[src/rtl/adc_acq_ctrl_async.sv]
// Asynchronous-mode fill sequencer for the ADC data mux: emits waveform headers, data
// bursts, fill header and checksum, plus the DDR3 write strobe/address one cycle later.
module adc_acq_ctrl_async #(
   parameter logic [22:0] MEM_BURSTS = 23'd4194303
) (
   input  logic        clk,
   input  logic        reset,
   input  logic        fill_start,
   input  logic        fill_end,
   input  logic        trigger,
   input  logic        fifo_afull,
   input  logic [13:0] async_num_bursts,
   output logic        select_fill_hdr,
   output logic        select_waveform_hdr,
   output logic        select_dat,
   output logic        select_checksum,
   output logic        checksum_init,
   output logic        checksum_update,
   output logic [22:0] num_fill_bursts,
   output logic [22:0] waveform_start_adr,
   output logic [22:0] current_waveform_num,
   output logic [23:0] fill_num,
   output logic        fifo_wr,
   output logic [22:0] fifo_adr,
   output logic        busy,
   output logic        done,
   output logic        trig_missed,
   output logic        mem_full
);

   typedef enum logic [2:0] {
      S_IDLE,
      S_INIT,
      S_ARMED,
      S_WFM_HDR,
      S_DATA,
      S_FILL_HDR,
      S_CHKSUM
   } state_t;

   state_t      state_q, state_d;
   logic [13:0] n_q, n_d;
   logic [13:0] cnt_q, cnt_d;
   logic [22:0] nadr_q, nadr_d;
   logic [22:0] wsa_q, wsa_d;
   logic [22:0] wnum_q, wnum_d;
   logic [22:0] nfb_q, nfb_d;
   logic [23:0] fill_num_q, fill_num_d;
   logic        trig_missed_q, trig_missed_d;
   logic        mem_full_q, mem_full_d;
   logic        fe_pend_q, fe_pend_d;
   logic        fifo_wr_q, fifo_wr_d;
   logic [22:0] fifo_adr_q, fifo_adr_d;
   logic        done_q, done_d;

   logic        sel_fh, sel_wh, sel_dat, sel_ck;
   logic        cks_init, cks_upd;
   logic [22:0] wr_adr;
   logic [24:0] need_bursts;
   logic        fits;
   logic        last_dat;
   logic        wfm_done;

   // A waveform needs its header, N data bursts, and room left for the closing checksum.
   assign need_bursts = {2'b00, nadr_q} + {11'd0, n_q} + 25'd2;
   assign fits        = (need_bursts <= {2'b00, MEM_BURSTS});
   assign last_dat    = (cnt_q == (n_q - 14'd1));
   assign wfm_done    = ((state_q == S_WFM_HDR) && (n_q == 14'd0)) ||
                        ((state_q == S_DATA) && last_dat);

   always_comb begin
      state_d       = state_q;
      n_d           = n_q;
      cnt_d         = cnt_q;
      nadr_d        = nadr_q;
      wsa_d         = wsa_q;
      wnum_d        = wnum_q;
      fill_num_d    = fill_num_q;
      trig_missed_d = trig_missed_q;
      mem_full_d    = mem_full_q;
      fe_pend_d     = fe_pend_q;
      sel_fh        = 1'b0;
      sel_wh        = 1'b0;
      sel_dat       = 1'b0;
      sel_ck        = 1'b0;
      cks_init      = 1'b0;
      cks_upd       = 1'b0;
      wr_adr        = '0;

      case (state_q)
         S_IDLE: begin
            if (fill_start) state_d = S_INIT;
         end
         S_INIT: begin
            cks_init      = 1'b1;
            n_d           = async_num_bursts;
            wnum_d        = '0;
            trig_missed_d = 1'b0;
            mem_full_d    = 1'b0;
            fe_pend_d     = 1'b0;
            nadr_d        = 23'd1;
            state_d       = S_ARMED;
         end
         S_ARMED: begin
            if (fill_end) begin
               state_d = S_FILL_HDR;
            end else if (trigger) begin
               if (fifo_afull) begin
                  trig_missed_d = 1'b1;
               end else if (!fits) begin
                  mem_full_d = 1'b1;
               end else begin
                  wsa_d   = nadr_q;
                  state_d = S_WFM_HDR;
               end
            end
         end
         S_WFM_HDR: begin
            sel_wh = 1'b1;
            wr_adr = wsa_q;
            cnt_d  = '0;
            if (fill_end) fe_pend_d = 1'b1;
            if (n_q != 14'd0) state_d = S_DATA;
         end
         S_DATA: begin
            sel_dat = 1'b1;
            cks_upd = 1'b1;
            wr_adr  = wsa_q + 23'd1 + {9'd0, cnt_q};
            cnt_d   = cnt_q + 14'd1;
            if (fill_end) fe_pend_d = 1'b1;
         end
         S_FILL_HDR: begin
            sel_fh  = 1'b1;
            cks_upd = 1'b1;
            wr_adr  = '0;
            state_d = S_CHKSUM;
         end
         S_CHKSUM: begin
            sel_ck     = 1'b1;
            wr_adr     = nadr_q;
            fill_num_d = fill_num_q + 24'd1;
            state_d    = S_IDLE;
         end
         default: state_d = S_IDLE;
      endcase

      // End of a waveform: advance bookkeeping and honour any fill_end seen meanwhile.
      if (wfm_done) begin
         wnum_d    = wnum_q + 23'd1;
         nadr_d    = nadr_q + 23'd1 + {9'd0, n_q};
         state_d   = (fe_pend_q || fill_end) ? S_FILL_HDR : S_ARMED;
         fe_pend_d = 1'b0;
      end

      if (trigger && (state_q != S_ARMED)) trig_missed_d = 1'b1;
   end

   assign fifo_wr_d  = sel_fh | sel_wh | sel_dat | sel_ck;
   assign fifo_adr_d = wr_adr;
   assign done_d     = (state_q == S_CHKSUM);
   assign nfb_d      = (state_q == S_IDLE) ? nfb_q : (nadr_d + 23'd1);

   always_ff @(posedge clk) begin
      if (reset) begin
         state_q       <= S_IDLE;
         n_q           <= '0;
         cnt_q         <= '0;
         nadr_q        <= '0;
         wsa_q         <= '0;
         wnum_q        <= '0;
         nfb_q         <= '0;
         fill_num_q    <= '0;
         trig_missed_q <= 1'b0;
         mem_full_q    <= 1'b0;
         fe_pend_q     <= 1'b0;
         fifo_wr_q     <= 1'b0;
         fifo_adr_q    <= '0;
         done_q        <= 1'b0;
      end else begin
         state_q       <= state_d;
         n_q           <= n_d;
         cnt_q         <= cnt_d;
         nadr_q        <= nadr_d;
         wsa_q         <= wsa_d;
         wnum_q        <= wnum_d;
         nfb_q         <= nfb_d;
         fill_num_q    <= fill_num_d;
         trig_missed_q <= trig_missed_d;
         mem_full_q    <= mem_full_d;
         fe_pend_q     <= fe_pend_d;
         fifo_wr_q     <= fifo_wr_d;
         fifo_adr_q    <= fifo_adr_d;
         done_q        <= done_d;
      end
   end

   assign select_fill_hdr      = sel_fh;
   assign select_waveform_hdr  = sel_wh;
   assign select_dat           = sel_dat;
   assign select_checksum      = sel_ck;
   assign checksum_init        = cks_init;
   assign checksum_update      = cks_upd;
   assign num_fill_bursts      = nfb_q;
   assign waveform_start_adr   = wsa_q;
   assign current_waveform_num = wnum_q;
   assign fill_num             = fill_num_q;
   assign fifo_wr              = fifo_wr_q;
   assign fifo_adr             = fifo_adr_q;
   assign busy                 = (state_q != S_IDLE);
   assign done                 = done_q;
   assign trig_missed          = trig_missed_q;
   assign mem_full             = mem_full_q;

endmodule
[config.mk]
export PLATFORM = sky130hd
export DESIGN_NAME = adc_acq_ctrl_async
export DESIGN_NICKNAME = d
export VERILOG_FILES = /design/src/rtl/adc_acq_ctrl_async.sv
export SDC_FILE = /design/constraint.sdc
export NUM_CORES = 1
export LEC_CHECK = 0
export ABC_AREA = 1
export ABC_CLOCK_PERIOD_IN_PS = 6900
export CELL_PAD_IN_SITES_DETAIL_PLACEMENT = 2
export CELL_PAD_IN_SITES_GLOBAL_PLACEMENT = 2
export CORE_MARGIN = 2
export CORE_UTILIZATION = 25
export CTS_CLUSTER_SIZE = 12
export DETAILED_ROUTE_END_ITERATION = 8
export HOLD_SLACK_MARGIN = 0.12
export PLACE_DENSITY_LB_ADDON = 0.1
export REMOVE_ABC_BUFFERS = 1
export SLEW_MARGIN = 20
export SYNTH_ARGS = -nofsm -noshare
export SYNTH_HDL_FRONTEND = slang
export SYNTH_SLANG_ARGS = --single-unit
[constraint.sdc]
create_clock -name clk -period 6.9 [get_ports clk]
set_clock_uncertainty 0.15 [all_clocks]
set_input_delay 1.035 -clock clk [delete_from_list [all_inputs] [get_ports clk]]
set_output_delay 1.035 -clock clk [all_outputs]
set_load 0.05 [all_outputs]
==> results of run 1 <==
[power breakdown]
group          leakage (nW)  internal [mW]  total, mW  switching, mW
Sequential             1.42           1.11       1.24          0.122
Clock                 0.315          0.655       1.12          0.466
Combinational          3.86          0.555       1.83           1.28
[cells by family after synthesis]
family / Yosys count / synth area share
AND/OR/NAND/NOR: 752 / 0.299
buffers and inverters: 320 / 0.112
adder cells (fa/ha/maj): 64 / 0.0814
AO/OA/AOI/OAI: 317 / 0.160
XOR/XNOR: 37 / 0.0306
flip-flops: 175 / 0.317
[routing by layer]
metal | part of all wire | track usage | vias up
li1 | - | - | 5663
met1 | 0.48 | 0.255 | 5658
met2 | 0.49 | 0.348 | 109
met3 | 0.023 | 0.0335 | 28
met4 | 0.010 | 0.0479 | 0
met5 | 0 | 0 | -
[Yosys cell counts (all sizes together) (13+ instances only)]
master / count / area, µm²
nand2: 369 / 1420
inv: 268 / 1010
dfxtp: 175 / 3500
nor2: 171 / 687
a21oi: 120 / 601
o21ai: 120 / 601
nand3: 99 / 510
ha: 51 / 638
clkbuf: 43 / 161
nor3: 42 / 225
nand4: 38 / 238
xor2: 22 / 193
a31oi: 21 / 131
xnor2: 14 / 123
fa: 13 / 260
or2: 13 / 81.3
[registers in the layout (all words and copies together) (netlist names)]
register              flops
fill_num                 24
current_waveform_num     23
fifo_adr                 23
nadr_q                   23
num_fill_bursts          23
waveform_start_adr       23
cnt_q                    14
n_q                      14
state_q                   3
done                      1
fe_pend_q                 1
fifo_wr                   1
mem_full                  1
trig_missed               1
[critical path, cell delays in order, from the launching register on]
cell and delay (ns):
dfxtp_1 0.33, inv_1 0.18, ha_1 0.28, nand2_1 0.17
nor2_1 0.23, nand2_1 0.08, nand2_1 0.06, nand2_1 0.07
nand2_1 0.08, inv_1 0.04, nand2_1 0.06, nor2_2 0.05
nand2_4 0.22, nand2_2 0.09, nor2_1 0.58, nand2_1 0.11
nand2_1 0.21, inv_1 0.17, ha_1 0.28, nand3_2 0.17
nor2_4 0.08, nand2_1 0.11, xor2_1 0.22, o21bai_1 0.09
inv_1 0.08
[final cells by class]
| type | count | area, µm² |
|---|---|---|
| Clock buffer | 19 | 453 |
| Sequential cell | 175 | 3500 |
| Clock inverter | 10 | 186 |
| Multi-Input combinational cell | 1170 | 6310 |
| Tap cell | 585 | 732 |
| Antenna cell | 1 | 2.50 |
| Timing Repair Buffer | 160 | 1560 |
| Fill cell | 5271 | 29600 |
| Inverter | 268 | 1010 |
[metrics by stage]
stage	setup slack, ns	hold WS [ns]	total power [mW]
after detailed placement	2.58	0.324	3.13
after CTS	2.59	0.337	4.29
after floorplan	2.06	0.315	2.46
final	2.65	0.331	4.19
after global routing	2.10	0.374	4.54
after global placement	2.83	0.315	3.09
[how the worst min path moves through the flow]
stage,cells past startpoint,startpoint,to
6_report,2,trig_missed,trig_missed
5_1_grt,2,waveform_start_adr[2],waveform_start_adr[2]
4_1_cts,2,trig_missed,trig_missed
3_5_place_dp,2,trig_missed,trig_missed
3_3_place_gp,2,trig_missed,trig_missed
2_1_floorplan,2,nadr_q[22],fifo_adr[22]
==> metrics.txt, run 1 <==
Rel. slew slack=0.344; DRT Pass-1 Iters=4; # port buffers=146; Setup violations, final=0; antenna-violating nets left=0; Worst setup SP type=register; Post-synth EDFFs=0; CP Data Required Time=~7 ns; placed cell areas=0.0131 mm²; Worst-Skew Late Latency=around 0.5 ns; Yosys cell types=49; Tmin final=roughly 4.3 ns; register-to-register path setup slack=between 2 and 3 ns; Routed WL=44400 µm; Final Hold Fails=0; dominant synthesized flop cell=dfxtp_1; arrival time of the worst setup path=around 4.5 ns; fin cells=about 2400; origin of the worst setup path=n_q[1]; Synth async-reset ratio=0; fin area=around 0.014 mm²; worst vdd ir=about 0.00027 V; die height=214 µm; crit share post-route=0.616; 1st-iter DRT viols=around 350; num rows=76; Slew Viols, Final=0; Least-Margin Pin Slew=between 0.9 and 1 ns; Sink Count=roughly 180; crit path max fanout=19; unrepaired setup endpoints after global routing=false; io pins=~150; R2R cell count=24; die area=roughly 0.046 mm²; Layout area overhead=24.6%; Clock Path Buffers=2; mean post-synth cell area=6.63 µm²; grt ovf=0; hold buffers post-CTS=0; Synth Cell Area=0.0110 mm²; CP Capture Type=register; nets@finish=~1900; achievable clock frequency=0.235 GHz; post-DP HPWL=roughly 34000 µm; dpl cells=2358; vias=about 11000; vias in the first global route=approximately 13000; TNS Setup=0 ns; DRC=0; max_cap viols=0; Setup CP Type=register to register; Cells after Synth=1665; H-tree Lvls=4; layout cells sized above 1=0.0522; sequential area share after synthesis=0.317; most common cell after layout, fill and taps aside=nand2_1; Power Density=305 mW/mm²; Worst Setup EP=num_fill_bursts[10]; most frequent cells in the layout=nand2_1, inv_1, dfxtp_1; RD Place Congestion=roughly 0.8; post-layout util=0.317; static leakage=between 5 and 6 nW; initial core utilization=0.255; worst hold path type=register to register; RR Endpoint=num_fill_bursts[10]; Core ar.=0.0434 mm²; GR Util All Layers=0.199; pin count of the biggest net entering global routing=between 40 and 50; global-route wire length before repair=around 72000 µm; Via density=about 4.8; Ys Warns=0; Die W=about 210 µm; CTS tree=built; post-synthesis register bit count=~180; Root Driver=clkbuf_16; cts repair resizes=0; wire per inst=18.6 µm; setup repair bufs after CTS=0; initial antenna violation count=0; TritonCTS Buffers=17; clock slew at the register clock pins of the worst setup and hold paths=about 0.070 ns; status=complete, no violations; Worst R2R Start=n_q[1]
(Power assumes the default switching activity.)
==> inputs of run 2 (changes only) <==
--- a/config.mk
+++ b/config.mk
@@ -6,7 +6,7 @@
 export NUM_CORES = 1
 export LEC_CHECK = 0
 export ABC_AREA = 1
-export ABC_CLOCK_PERIOD_IN_PS = 6900
+export ABC_CLOCK_PERIOD_IN_PS = 3800
 export CELL_PAD_IN_SITES_DETAIL_PLACEMENT = 2
 export CELL_PAD_IN_SITES_GLOBAL_PLACEMENT = 2
 export CORE_MARGIN = 2
==> constraint.sdc (replaced) <==
create_clock -name clk -period 3.8 [get_ports clk]
set_clock_uncertainty 0.15 [all_clocks]
set_input_delay 0.57 -clock clk [delete_from_list [all_inputs] [get_ports clk]]
set_output_delay 0.57 -clock clk [all_outputs]
set_load 0.05 [all_outputs]
==> metrics.txt, run 2 (same netlist as run 1, synthesis figures left out) <==
1st-iter DRT viols=439 (was 352); crit path max fanout=6 (was 19); # port buffers=146 (unchanged); hold path depth=2 (unchanged); hold endpoint=trig_missed (unchanged); Hold Startpoint=trig_missed (unchanged); combinational power share=0.458 (was 0.438); RD Place Congestion=0.857 (was 0.802); H-tree Lvls=4 (unchanged); dpl cells=2385 (was 2358); initial antenna violation count=0 (unchanged); worst vdd ir=0.000534 V (was 0.000271 V); Routed WL=45000 µm (was 44400 µm); hold buffers post-CTS=0 (unchanged); worst hold path type=register to register (unchanged); clock slew at the register clock pins of the worst setup and hold paths=0.07 ns (about the same); most frequent CP cell=nand2_1 (unchanged); switching share of power=0.458 (was 0.446); global-route wire length before repair=71200 µm (was 71600 µm); Least-Margin Pin Slew=0.706 ns (was 0.985 ns); Clock Path Buffers=2 (unchanged); DRT Pass-1 Iters=4 (unchanged); grt ovf=0 (unchanged); die area=0.0459 mm² (unchanged); Sink Count=175 (unchanged); GR Util All Layers=0.200 (was 0.199); io pins=147 (unchanged); vias in the first global route=12600 (was 12500); max_cap viols=0 (unchanged); post-DP HPWL=35400 µm (was 34400 µm); static leakage=5.70 nW (was 5.59 nW); Rel. slew slack=0.529 (was 0.344); RR Endpoint=num_fill_bursts[14] (was num_fill_bursts[10]); pin count of the biggest net entering global routing=41 (was 49); most frequent cells in the layout=nand2_1, inv_1, dfxtp_1 (unchanged); DRC=0 (unchanged); sw power=3.49 mW (was 1.87 mW); nets@finish=1904 (was 1876); status=complete, no violations (unchanged); Largest stage delay, worst path=0.34 ns (was 0.58 ns); die height=214 µm (unchanged); Die W=214 µm (unchanged); Power Density=546 mW/mm² (was 305 mW/mm²); wire per inst=18.6 µm (about the same); arrival time of the worst setup path=3.77 ns (was 4.54 ns); initial core utilization=0.255 (unchanged); Slew Viols, Final=0 (unchanged); Worst R2R Start=n_q[1] (unchanged); multi-input logic area=0.00634 mm² (was 0.00631 mm²); Setup violations, final=0 (unchanged); Root Driver=clkbuf_16 (unchanged); TritonCTS Buffers=17 (unchanged); hold slack=0.336 ns (was 0.331 ns); register-to-register path setup slack=0.33 ns (was 2.65 ns); num rows=76 (unchanged); Core ar.=0.0434 mm² (unchanged); CP Capture Type=register (unchanged); clock power share=0.248 (was 0.268); post-layout util=0.322 (was 0.317); fin cells=2418 (was 2388); share of power burned in registers=0.295 (about the same); vias=11500 (about the same); Final Hold Fails=0 (unchanged); Tmin final=3.47 ns (was 4.25 ns); Critical Path Slowest Stage Cell=dfxtp_1 (was nor2_1); Layout area overhead=26.5% (was 24.6%); Int Power=4.13 mW (was 2.32 mW); Setup CP Type=register to register (unchanged); most common cell after layout, fill and taps aside=nand2_1 (unchanged); crit share post-route=0.914 (was 0.616); register area=0.00351 mm² (was 0.00350 mm²); Worst-Skew Late Latency=0.50 ns (about the same); layout cells sized above 1=0.0731 (was 0.0522); ANT cells=0 (was 1); fill count=5259 (was 5271); R2R cell count=25 (was 24); Worst setup SP type=register (unchanged); Via density=4.78 (was 4.80); CTS tree=built (unchanged); max reg flops=24 (unchanged); achievable clock frequency=0.288 GHz (was 0.235 GHz); CP Data Required Time=4.10 ns (was 7.18 ns); antenna-violating nets left=0 (unchanged); unrepaired setup endpoints after global routing=true (was false)
-- run 2: per-layer routing --
layer / wire, µm / share of wire / GRT usage / up-vias
li1: - / - / - / 5720
met5: 0 / 0 / 0 / -
met2: 21700 / 0.48 / 0.346 / 121
met1: 21000 / 0.47 / 0.253 / 5678
met4: 838 / 0.019 / 0.0618 / 0
met3: 1510 / 0.034 / 0.0356 / 29
-- run 2: area by class of cell --
class                           instances  area share
Multi-Input combinational cell       1170       0.454
Sequential cell                       175       0.251
Timing Repair Buffer                  188       0.128
Inverter                              268      0.0720
Tap cell                              585      0.0524
Clock buffer                           21      0.0330
Clock inverter                         11     0.00932
-- run 2: repair_timing --
action	CTS	global route
endpoints found under the setup margin	0	32
resized for setup	0	21
endpoints found under the hold margin	0	0
setup buffers	0	1
-- run 2: how the worst max path moves through the flow --
stage                          start                  end  slack (ns)  depth (start not counted)
after global routing          n_q[1]  num_fill_bursts[14]      -0.007                         26
after floorplan           state_q[1]  num_fill_bursts[14]       -1.04                         17
after global placement        n_q[1]  num_fill_bursts[19]        0.27                         24
after CTS                     n_q[1]  num_fill_bursts[14]        0.09                         24
final                         n_q[1]  num_fill_bursts[14]        0.33                         25
after detailed placement      n_q[1]  num_fill_bursts[14]        0.11                         24
-- run 2: power by group through the flow --
stage	registers, mW	logic [mW]	clock network, mW
after floorplan	2.52	1.94	0
after global placement	2.28	3.46	0
after detailed placement	2.29	3.50	0
after CTS	2.25	3.53	1.98
after global routing	2.28	3.92	2.04
final	2.24	3.49	1.89
-- run 2: metrics by stage --
step                      setup WS [ns]  TNS [ns]  power, mW  instance area (µm²)
final                             0.325         0       7.62                14000
after global routing           -0.00700  -0.00700       8.24                14000
after CTS                        0.0872         0       7.76                13900
after detailed placement          0.113         0       5.79                13300
after global placement            0.273         0       5.74                13300
after floorplan                   -1.04    -16.08       4.46                10800
-- run 2: worst max-delay path: cells and delay by family (launching register included) --
family / cells / cell delay (ns)
adder cells (fa/ha/maj): 2 / 0.49
buffers and inverters: 4 / 0.38
flip-flops: 1 / 0.34
AND/OR/NAND/NOR: 19 / 2.10
